--- config.mk ---
export PLATFORM = sky130hd
export DESIGN_NAME = ni_dma_tx
export DESIGN_NICKNAME = d
export VERILOG_FILES = /design/src/rtl/ni_pkg.sv /design/src/rtl/ni_word_serializer.sv /design/src/rtl/ni_dma_tx.sv
export SDC_FILE = /design/constraint.sdc
export NUM_CORES = 1
export LEC_CHECK = 0
export CORE_MARGIN = 4
export CORE_UTILIZATION = 45
export CTS_CLUSTER_SIZE = 24
export DETAILED_ROUTE_END_ITERATION = 12
export HOLD_SLACK_MARGIN = 0.1
export PLACE_DENSITY = 0.73
export REMOVE_ABC_BUFFERS = 1
export SYNTH_ARGS = -nofsm -noshare
export SYNTH_HDL_FRONTEND = slang
export SYNTH_SLANG_ARGS = --single-unit
--- constraint.sdc ---
create_clock -name clock -period 2.7 [get_ports clock]
set_clock_uncertainty 0.05 [all_clocks]
set_input_delay 0.27 -clock clock [delete_from_list [all_inputs] [get_ports clock]]
set_output_delay 0.27 -clock clock [all_outputs]
set_load 0.1 [all_outputs]
--- src/rtl/ni_pkg.sv ---
// Shared types and status-bit positions for the NI transmit DMA.
package ni_pkg;

    typedef enum logic [2:0] {IDLE, FETCH, WAIT, SEND} ni_tx_state_t;

    localparam int ST_BUSY    = 0;
    localparam int ST_DONE    = 1;
    localparam int ST_LENERR  = 2;
    localparam int ST_OVERRUN = 3;
    localparam int ST_ZERO    = 4;

endpackage

--- src/rtl/ni_word_serializer.sv ---
// Holds one memory word and streams its upper nslice flits, MS first, over valid/ready.
module ni_word_serializer
    import ni_pkg::*;
#(
    parameter  int MBW = 32,
    parameter  int FW  = 16,
    localparam int FPW = MBW / FW,
    localparam int CW  = $clog2(FPW + 1)
) (
    input  logic           clock,
    input  logic           reset,
    input  logic           load_i,
    input  logic [MBW-1:0] word_i,
    input  logic [CW-1:0]  nslice_i,
    input  logic           ready_i,
    output logic [FW-1:0]  data_o,
    output logic           valid_o,
    output logic           last_o
);

    logic [MBW-1:0] word_q;
    logic [CW-1:0]  nslice_q, idx_q;
    logic           valid_q;
    logic           accept;

    assign accept  = valid_q && ready_i;
    assign last_o  = accept && (idx_q == nslice_q - 1'b1);
    assign valid_o = valid_q;

    // Output is forced to zero when idle so a stale word never shows on the bus.
    always_comb begin
        data_o = '0;
        for (int k = 0; k < FPW; k++)
            if (valid_q && idx_q == CW'(k))
                data_o = word_q[MBW-1-k*FW -: FW];
    end

    always_ff @(posedge clock or negedge reset) begin
        if (!reset) begin
            word_q   <= '0;
            nslice_q <= '0;
            idx_q    <= '0;
            valid_q  <= 1'b0;
        end else if (load_i) begin
            word_q   <= word_i;
            nslice_q <= nslice_i;
            idx_q    <= '0;
            valid_q  <= 1'b1;
        end else if (accept) begin
            if (last_o) begin
                idx_q   <= '0;
                valid_q <= 1'b0;
            end else begin
                idx_q   <= idx_q + 1'b1;
            end
        end
    end

endmodule

--- src/rtl/ni_dma_tx.sv ---
// Transmit DMA: fetches words from local memory and streams them as flits to the router.
module ni_dma_tx
    import ni_pkg::*;
#(
    parameter  int MEMORY_BUS_WIDTH = 32,
    parameter  int FLIT_WIDTH       = 16,
    localparam int AW               = MEMORY_BUS_WIDTH - 2
) (
    input  logic                        clock,
    input  logic                        reset,
    input  logic                        cmd_in,
    input  logic [AW-1:0]               addr_in,
    input  logic [AW-1:0]               nbytes_in,
    output logic [4:0]                  status_out,
    output logic                        mem_rd_en,
    output logic [AW-1:0]               mem_addr,
    input  logic [MEMORY_BUS_WIDTH-1:0] mem_data,
    output logic [FLIT_WIDTH-1:0]       tx_data,
    output logic                        tx_valid,
    input  logic                        tx_ready
);

    localparam int FPW = MEMORY_BUS_WIDTH / FLIT_WIDTH;
    localparam int FB  = FLIT_WIDTH / 8;
    localparam int CW  = $clog2(FPW + 1);

    ni_tx_state_t  state_q, state_d;
    logic [AW-1:0] addr_q, addr_d, left_q, left_d;
    logic          done_q, done_d, lerr_q, lerr_d, zero_q, zero_d, ovr_q, ovr_d;
    logic          busy, ld, last;
    logic [CW-1:0] nslice;

    assign busy   = (state_q != IDLE);
    assign nslice = (left_q >= AW'(FPW)) ? CW'(FPW) : left_q[CW-1:0];

    ni_word_serializer #(.MBW(MEMORY_BUS_WIDTH), .FW(FLIT_WIDTH)) u_ser (
        .clock    (clock),
        .reset    (reset),
        .load_i   (ld),
        .word_i   (mem_data),
        .nslice_i (nslice),
        .ready_i  (tx_ready),
        .data_o   (tx_data),
        .valid_o  (tx_valid),
        .last_o   (last)
    );

    always_comb begin
        state_d = state_q;
        addr_d  = addr_q;
        left_d  = left_q;
        done_d  = done_q;
        lerr_d  = lerr_q;
        zero_d  = zero_q;
        ld      = 1'b0;
        // A command arriving while a transfer is in flight is dropped but remembered.
        ovr_d   = ovr_q | (cmd_in & busy);
        case (state_q)
            IDLE: if (cmd_in) begin
                done_d = 1'b0;
                lerr_d = 1'b0;
                zero_d = 1'b0;
                addr_d = addr_in;
                if (nbytes_in == '0) begin
                    done_d = 1'b1;
                    zero_d = 1'b1;
                end else if ((nbytes_in % AW'(FB)) != '0) begin
                    lerr_d = 1'b1;
                end else begin
                    left_d  = nbytes_in / AW'(FB);
                    state_d = FETCH;
                end
            end
            FETCH: state_d = WAIT;
            WAIT: begin
                ld      = 1'b1;
                state_d = SEND;
            end
            SEND: begin
                if (tx_valid && tx_ready)
                    left_d = left_q - 1'b1;
                if (last) begin
                    if (left_q == AW'(1)) begin
                        done_d  = 1'b1;
                        state_d = IDLE;
                    end else begin
                        addr_d  = addr_q + 1'b1;
                        state_d = FETCH;
                    end
                end
            end
            default: state_d = IDLE;
        endcase
    end

    always_ff @(posedge clock or negedge reset) begin
        if (!reset) begin
            state_q <= IDLE;
            addr_q  <= '0;
            left_q  <= '0;
            done_q  <= 1'b0;
            lerr_q  <= 1'b0;
            zero_q  <= 1'b0;
            ovr_q   <= 1'b0;
        end else begin
            state_q <= state_d;
            addr_q  <= addr_d;
            left_q  <= left_d;
            done_q  <= done_d;
            lerr_q  <= lerr_d;
            zero_q  <= zero_d;
            ovr_q   <= ovr_d;
        end
    end

    assign mem_rd_en = (state_q == FETCH);
    assign mem_addr  = mem_rd_en ? addr_q : '0;

    always_comb begin
        status_out             = '0;
        status_out[ST_BUSY]    = busy;
        status_out[ST_DONE]    = done_q;
        status_out[ST_LENERR]  = lerr_q;
        status_out[ST_OVERRUN] = ovr_q;
        status_out[ST_ZERO]    = zero_q;
    end

endmodule
# Yosys cells after proc, flatten, opt, wreduce, memory -nomap -nowiden
# Index checks and enable logic that the tools add are counted.
# totals
regBits,104
input_bits,96
output_inout_bits,53
word_cells,81
# op_classes
n_addsub,4
order_cmp,1
n_eq_ne,13
n_mux,33
bitwise_logic,2
reduce_logical,17
# op_table
operator,count
$mux 30,8
$pmux 30 s2,2
$mux 16,2
$add 30x1->30 const B,1
$eq 30x1->1 const B,1
$ge 30x2->1 const B,1
$logic_not 30->1,1
$sub 30x1->30 const B,1
$mux 3,4
$ne 2x2->1 const B,6
$pmux 3 s4,1
$reduce_and 4->1,3
$mux 1,11
$mux 2,4
$eq 3x2->1 const B,2
$reduce_bool 2->1,3
$reduce_and 5->1,1
$logic_and 1x1->1,4
$reduce_and 2->1,2
$eq 3x1->1 const B,1
$logic_not 3->1,1
$reduce_bool 3->1,1
$add 2x1->2 const B,1
$eq 2x1->1 const B,1
7 further kinds,7

# Logic depth before layout (Yosys ltp)
# Gate-level depths: netlist (run 1).
# depth
word_depth,6
mapped_depth,9
depth_no_buf,7

# Hierarchy
# A second synthesis (run 1) with hierarchy kept.
# hier_totals
hier_cells,727
area_unflattened_um2,6836.6
# by_module_without_submodules
mod,n_inst,cells_each,area_each_um2,seq_area_each_um2
ni_dma_tx,1,611,5190.0,1651.6
ni_word_serializer,1,116,1646.6,925.9

# Least setup slack after synthesis (run 1)
# Ideal clock, no wire load.
# synth_path
kind,reg2out
from,register u_ser.valid_q (netlist: u_ser.valid_o)
to,output tx_data[0]
arrival_time_ns,2.648
t_required_ns,2.380
slack_ns,-0.268
stages_incl_launch_ff,6
n_path_buf,3
path_cell_list,dfrtp_1 > clkbuf_1 > and2_1 > clkbuf_1 > clkbuf_1 > a22o_1
# synth_via
elab_chain_len,3
elab_cells_between_ends,4
cone_classes,mux (2); reduce/logical (2)
# synth_lines
element,line,rtl
from (decl),ni_word_serializer.sv:23,logic valid_q;
from (signal assigned),ni_word_serializer.sv:43,valid_q <= 1'b0;
from (signal assigned),ni_word_serializer.sv:48,valid_q <= 1'b1;
from (signal assigned),ni_word_serializer.sv:52,valid_q <= 1'b0;
$logic_and 1x1->1,ni_word_serializer.sv:34,if (valid_q && idx_q == CW'(k))
$mux 16,ni_word_serializer.sv:34,
$mux 16 *,ni_word_serializer.sv:34,
to (decl),ni_dma_tx.sv:18,"output logic [FLIT_WIDTH-1:0] tx_data,"
# Every way passes the cells marked *; elsewhere a longest branch is shown, timed or not.

# Final worst setup path (run 1)
# layout_path
from,register left_q[4]
to,register left_q[28]
# layout_via
elab_chain_len,3
# layout_lines
element,line,rtl
from (decl),ni_dma_tx.sv:28,"logic [AW-1:0] addr_q, addr_d, left_q, left_d;"
from (signal assigned),ni_dma_tx.sv:108,left_q <= left_d;
$sub 30x1->30,ni_dma_tx.sv:81,left_d = left_q - 1'b1;
$mux 30,ni_dma_tx.sv:80,if (tx_valid && tx_ready)
$pmux 30 s2,ni_dma_tx.sv:58,case (state_q)
# No other way between the ends. The select of a mux whose other input is x is not followed.
# A chain may end at the register's enable or synchronous reset.

==> impl_metrics.json, run 1 <==
{
  "outcome": "complete, no violations",
  "drc": 0,
  "switchingPower_mw": 6.66,
  "clk_pin_slew_ns": 0.07,
  "syn_inst": 708,
  "viasPerCell": 6.47,
  "dp_slack_ns": 0.0207,
  "cts-root-buf": "clkbuf_16",
  "synth_edf_count": 0,
  "seqPwrFrac_pct": 23.5,
  "ys_seq_area_share_pct": 39.5,
  "final-instance-count-excl-fill": 1033,
  "maxCapViolations": 0,
  "cts_tree": "yes",
  "worstPathCellList": "or4_1 > nor3_1 > buf_4 > nand4_1 > a221oi_1 > a2bb2oi_1",
  "post-place-cells": 1017,
  "p_per_area_nw_per_um2": 1430,
  "grt_pass1_vias": 6655,
  "io_buffers": 148,
  "synthArstFlopShare_pct": 100,
  "syn-cell-area_um2": 6530,
  "intPower_mw": 6.36,
  "die_x_um": 128,
  "hp-class": "in -> async",
  "cts_buffers": 9,
  "switching_share_pct": 51.2,
  "crit_type": "reg -> reg",
  "crit_family": "simple AND/OR/NAND/NOR gates",
  "drt_iter0_drc": 821,
  "p_leak_nw": 3.49,
  "grt_pass1_wl_um": 33800,
  "layout-area-overhead-vs-synth_pct": 39.4,
  "final_core_util_pct": 64.8,
  "ios": 149,
  "start_util_pct": 46.5,
  "cp.required_ns": 2.93,
  "vias": 6684,
  "p_comb_share_pct": 66.1,
  "clock.fmax_mhz": 384,
  "drv_slew": 0,
  "synth.distinct_cells": 66,
  "worstPathBufferInverterCount": 1,
  "fin_crit_ns": 2.60,
  "wire_per_inst_um": 20.1,
  "slew_headroom_pct": 42.2,
  "cp_slowest_stage_delay_ns": 0.68,
  "pwr-share-clk_pct": 10.4,
  "fin_crit_sh_pct": 96.4,
  "setup_ws_ns": 0.0962,
  "nets": 955,
  "hpwl_um": 15300,
  "final_cell_mix": "dfrtp_1, clkdlybuf4s50_1, buf_12",
  "gp_congestion": 0.968,
  "tightestPinTransition_ns": 0.868,
  "r2r_cells": 6,
  "grtUsageTotal_pct": 25.1,
  "critPathSlowestCell": "or4_1",
  "clk_path_buf_depth": 2,
  "drive_above_1_share_pct": 18.3,
  "final_common_cell": "dfrtp_1",
  "ys_ff_latch": 103,
  "syn_avg_cell_area_um2": 9.22,
  "max-vdd-ir-drop_uv": 757,
  "ys_warn_count": 0,
  "critPathArrivalTime_ns": 2.83,
  "totalWireLength_um": 20800,
  "cts_sinks": 103,
  "die_h_um": 128,
  "clk_latency_ns": 0.36,
  "firstDrtPassIters": 6,
  "synth-main-ff-cell": "dfrtp_1",
  "htree_num_levels": 3,
  "postRouteAntennaNets": 0,
  "critPathLaunchType": "flop",
  "grt_start_max_net_pins": 64,
  "crit_cells": 6,
  "rows": 43,
  "antenna_found_initial": 0,
  "hold_viol_final": 0,
  "setup_viol": 0,
  "diodes": 0,
  "grt.overflow.total": 0,
  "hold_slack_ns": 0.401,
  "nFillCells": 1108,
  "finalSetupTns_ns": 0,
  "core_um2": 14000,
  "die-area_um2": 16500,
  "worstPathMaxFanout": 6,
  "endpoint_kind": "flop",
  "rsz0062_at_grt": "false"
}
==> final timing paths <==
kind,slack [ns],endpoint,startpoint
hold / removal,0.40,u_ser.word_q[1],reset
max in group asynchronous,1.43,u_ser.word_q[25],reset
setup / recovery,0.1,left_q[28],left_q[4]
min in group clock,0.41,ovr_q,ovr_q
hold reg to reg,0.41,ovr_q,ovr_q
setup reg to reg,0.1,left_q[28],left_q[4]
==> power by group through the flow <==
stage / clock (mW) / combinational, mW / sequential [mW]
2_1_floorplan: 0 / 5.61 / 2.96
3_3_place_gp: 0 / 8.43 / 2.99
3_5_place_dp: 0 / 8.58 / 3.05
4_1_cts: 1.37 / 8.60 / 3.03
5_1_grt: 1.42 / 9.03 / 3.16
6_report: 1.35 / 8.61 / 3.05
==> flip-flops by register name, indices dropped and copies added (netlist names) <==
register        cells
state_q             2
u_ser.nslice_q      2
u_ser.idx_q         2
left_q             30
addr_q             30
ovr_q               1
done_q              1
u_ser.word_q       32
zero_q              1
lerr_q              1
u_ser.valid_o       1
==> repair_timing <==
item | CTS | global route
endpoints found under the hold margin | 39 | 0
gates resized for setup | 1 | 1
buffers inserted | 0 | 0
hold buffers | 1 | 0
endpoints found under the setup margin | 1 | 1
==> cells by family (layout without fill, tap and decap cells) <==
kind of cell             Yosys count  after routing  synth area share (%)
AO/OA/AOI/OAI                    205            205                  23.9
XOR/XNOR                           2              2                 0.268
adder cells (fa/ha/maj)           10             10                  1.92
buffers and inverters             78            223                  5.04
flip-flops                       103            103                  39.5
multiplexers                      41             41                  6.97
AND/OR/NAND/NOR                  269            269                  22.5
==> synthesized netlist by cell type (4+ instances only) <==
master | count | share of area, %
dfrtp_1 | 103 | 39
a221o_1 | 6 | 0.92
a211oi_1 | 7 | 0.80
inv_1 | 23 | 1.3
o221a_2 | 4 | 0.69
or3_1 | 10 | 0.96
a311oi_1 | 5 | 0.67
mux2i_1 | 5 | 0.77
nand4b_1 | 4 | 0.54
and2_1 | 38 | 3.6
a21oi_1 | 23 | 1.8
o31ai_1 | 6 | 0.69
a2bb2oi_1 | 16 | 2.1
mux2_2 | 36 | 6.2
o21ai_0 | 19 | 1.5
a22o_1 | 17 | 2.3
nor3_1 | 18 | 1.4
and3_1 | 11 | 1.1
o211ai_1 | 4 | 0.46
nand3_1 | 26 | 2.0
buf_4 | 5 | 0.57
nor2_1 | 42 | 2.4
o22ai_1 | 18 | 1.7
ha_1 | 10 | 1.9
a21o_1 | 4 | 0.46
o22a_1 | 6 | 0.80
clkbuf_1 | 43 | 2.5
a221oi_1 | 21 | 2.8
a211o_1 | 4 | 0.54
nor4_1 | 21 | 2.0
o32a_1 | 4 | 0.61
and4_1 | 5 | 0.67
o311ai_0 | 4 | 0.54
a31oi_1 | 9 | 0.86
or4_1 | 5 | 0.57
nand4_1 | 22 | 2.1
nand2_1 | 49 | 2.8
==> worst reg2reg max path, cell delays in order, from the launching register on <==
cell       delay [ns]
dfrtp_1          0.43
or4_1            0.68
nor3_1           0.42
buf_4            0.24
nand4_1          0.20
a221oi_1         0.33
a2bb2oi_1        0.19
==> stage by stage <==
stage | cell area (um2) | power, mW
final | 9110 | 13.0
after global routing | 9110 | 13.6
after CTS | 9100 | 13.0
after detailed placement | 8790 | 11.6
after global placement | 8790 | 11.4
after floorplan | 6290 | 8.57
==> layer usage <==
metal / wire length (um) / track usage, %
met4: 670 / 11.1
met2: 10200 / 42.3
met1: 8440 / 32.3
met5: 0 / 0
met3: 1520 / 3.20
==> layout make-up <==
cell class,instances,area (um2),area share [%]
tap,180,225,2.47
timing repair buffer,185,2280,25.0
clock inverter,3,42.5,0.467
inverter,23,86.3,0.948
sequential,103,2580,28.3
multi-input combinational,527,3640,40.0
clock buffer,12,256,2.82
Note: power is estimated with default switching activity, not from simulation.
==> run 2, diff against run 1 <==
--- a/config.mk
+++ b/config.mk
@@ -7,11 +7,13 @@
 export LEC_CHECK = 0
 export CORE_MARGIN = 4
 export CORE_UTILIZATION = 45
+export CTS_CLUSTER_DIAMETER = 40
 export CTS_CLUSTER_SIZE = 24
 export DETAILED_ROUTE_END_ITERATION = 12
 export HOLD_SLACK_MARGIN = 0.1
 export PLACE_DENSITY = 0.73
 export REMOVE_ABC_BUFFERS = 1
+export SETUP_SLACK_MARGIN = 0.4
 export SYNTH_ARGS = -nofsm -noshare
 export SYNTH_HDL_FRONTEND = slang
 export SYNTH_SLANG_ARGS = --single-unit
==> impl_metrics.json, run 2 (synthesis gave the netlist of run 1 again) <==
{
  "outcome": "complete, no violations",
  "totalWireLength_um": 22400,
  "critPathArrivalTime_ns": 2.59,
  "endpoint_kind": "flop",
  "hold_viol_final": 0,
  "clock.fmax_mhz": 418,
  "grt.overflow.total": 0,
  "clk_path_buf_depth": 2,
  "grt_pass1_wl_um": 34700,
  "drv_slew": 0,
  "fin_crit_ns": 2.39,
  "htree_num_levels": 3,
  "die-area_um2": 16500,
  "final-instance-count-excl-fill": 1064,
  "start_util_pct": 46.5,
  "top_regs": "u_ser.word_q (32), addr_q (30), left_q (30)",
  "p_leak_nw": 3.74,
  "ios": 149,
  "drc": 0,
  "cts-root-buf": "clkbuf_16",
  "largest_reg_flops": 32,
  "power_mw": 13.5,
  "rows": 43,
  "diodes": 0,
  "clk_latency_ns": 0.36,
  "final_cell_mix": "dfrtp_1, clkdlybuf4s50_1, buf_4, buf_12, nand2_1",
  "hp-class": "in -> async",
  "die_h_um": 128,
  "nets": 986,
  "p_per_area_nw_per_um2": 1380,
  "finalSetupTns_ns": 0,
  "fin_crit_sh_pct": 88.5,
  "setup_viol": 0,
  "worstPathMaxFanout": 5,
  "vias": 6937,
  "cp.required_ns": 2.90,
  "hpwl_um": 15300,
  "drt_iter0_drc": 948,
  "post-place-cells": 1017,
  "antenna_found_initial": 0,
  "crit_type": "reg -> reg",
  "core_um2": 14000,
  "layout-area-overhead-vs-synth_pct": 49.7,
  "grt_pass1_vias": 6845,
  "largest-register": "u_ser.word_q",
  "wire_per_inst_um": 21.0,
  "critPathLaunchType": "flop",
  "tightestPinTransition_ns": 0.683,
  "final_core_util_pct": 69.6,
  "slew_headroom_pct": 54.4,
  "drive_above_1_share_pct": 26.2,
  "postRouteAntennaNets": 0,
  "maxCapViolations": 0,
  "firstDrtPassIters": 6,
  "cts_tree": "yes",
  "grtUsageTotal_pct": 25.9,
  "cts_buffers": 9,
  "max-vdd-ir-drop_uv": 758,
  "viasPerCell": 6.52,
  "gp_congestion": 0.968,
  "rsz0062_at_grt": "true",
  "cts_sinks": 103,
  "io_buffers": 148,
  "final_common_cell": "dfrtp_1",
  "die_x_um": 128,
  "grt_start_max_net_pins": 64,
  "clk_pin_slew_ns": 0.07
}
==> run 2: cell count changes in the layout (fill, tap and decap cells not counted), moves of 3 or more <==
cell,previous run,this run
a311oi_1,5,1
or4_1,5,1
a311oi_2,0,4
buf_6,0,10
buf_4,38,54
a221oi_1,21,15
or4_4,1,5
nand3_1,26,23
a31oi_4,0,3
a31oi_1,9,6
nor4_1,21,18
a221oi_2,0,6
==> run 2: what timing repair did <==
action,CTS,global route
setup endpoints to repair,62,46
hold buffers,1,0
hold endpoints to repair,39,0
gates resized for setup,29,49
pin swaps,10,25
buffers inserted,16,12
cloned,2,1
==> run 2: per-stage QoR <==
stage	hold WS, ns	instance area, um2	setup slack (ns)
after floorplan	-0.0756	6290	-2.61
after global placement	0.242	8790	0.131
after detailed placement	0.243	8790	0.0207
after CTS	0.412	9390	0.332
after global routing	0.446	9780	0.251
final	0.405	9780	0.310
==> run 2: per-layer routing <==
layer / part of all wire (%) / wire length, um / vias up / global-route usage [%]
met5: 0 / 0 / - / 0
met1: 39 / 8670 / 3361 / 32.7
met4: 4.2 / 934 / 0 / 11.8
met3: 7.9 / 1770 / 88 / 3.86
met2: 49 / 11000 / 396 / 43.9
li1: - / - / 3092 / -
==> run 2: final cells by class <==
type | instances | area (um2)
clock inverters | 3 | 42.5
clock buffers | 12 | 256
fillers | 1002 | 4270
multi-input cells | 527 | 3960
flip-flops and latches | 103 | 2580
repair buffers | 216 | 2630
well taps | 180 | 225
inverters | 23 | 86.3
==> run 2: critical path, cell delays in order (launching register included) <==
cell and delay, ns:
dfrtp_1 0.38, or4_4 0.57, nor4_4 0.35, and4_4 0.37
buf_12 0.13, buf_16 0.11, nor4_1 0.05, a221o_1 0.26
==> run 2: power breakdown <==
group / leakage [nW] / switching (mW) / total (mW) / internal (mW)
logic: 2.41 / 5.53 / 9.08 / 3.54
clock network: 0.145 / 0.594 / 1.36 / 0.764
registers: 1.19 / 0.794 / 3.08 / 2.29
==> run 2: path summary, 6_finish.rpt <==
kind / startpoint / to / slack (ns) / cells past startpoint
max in group asynchronous: reset / u_ser.word_q[25] / 1.42 / 3
min in group clock: ovr_q / ovr_q / 0.41 / 1
worst max register to register: left_q[15] / addr_q[12] / 0.31 / 7
worst min register to register: ovr_q / ovr_q / 0.41 / 1
worst min-delay path: reset / u_ser.word_q[1] / 0.41 / 2
worst max-delay path: left_q[15] / addr_q[12] / 0.31 / 7
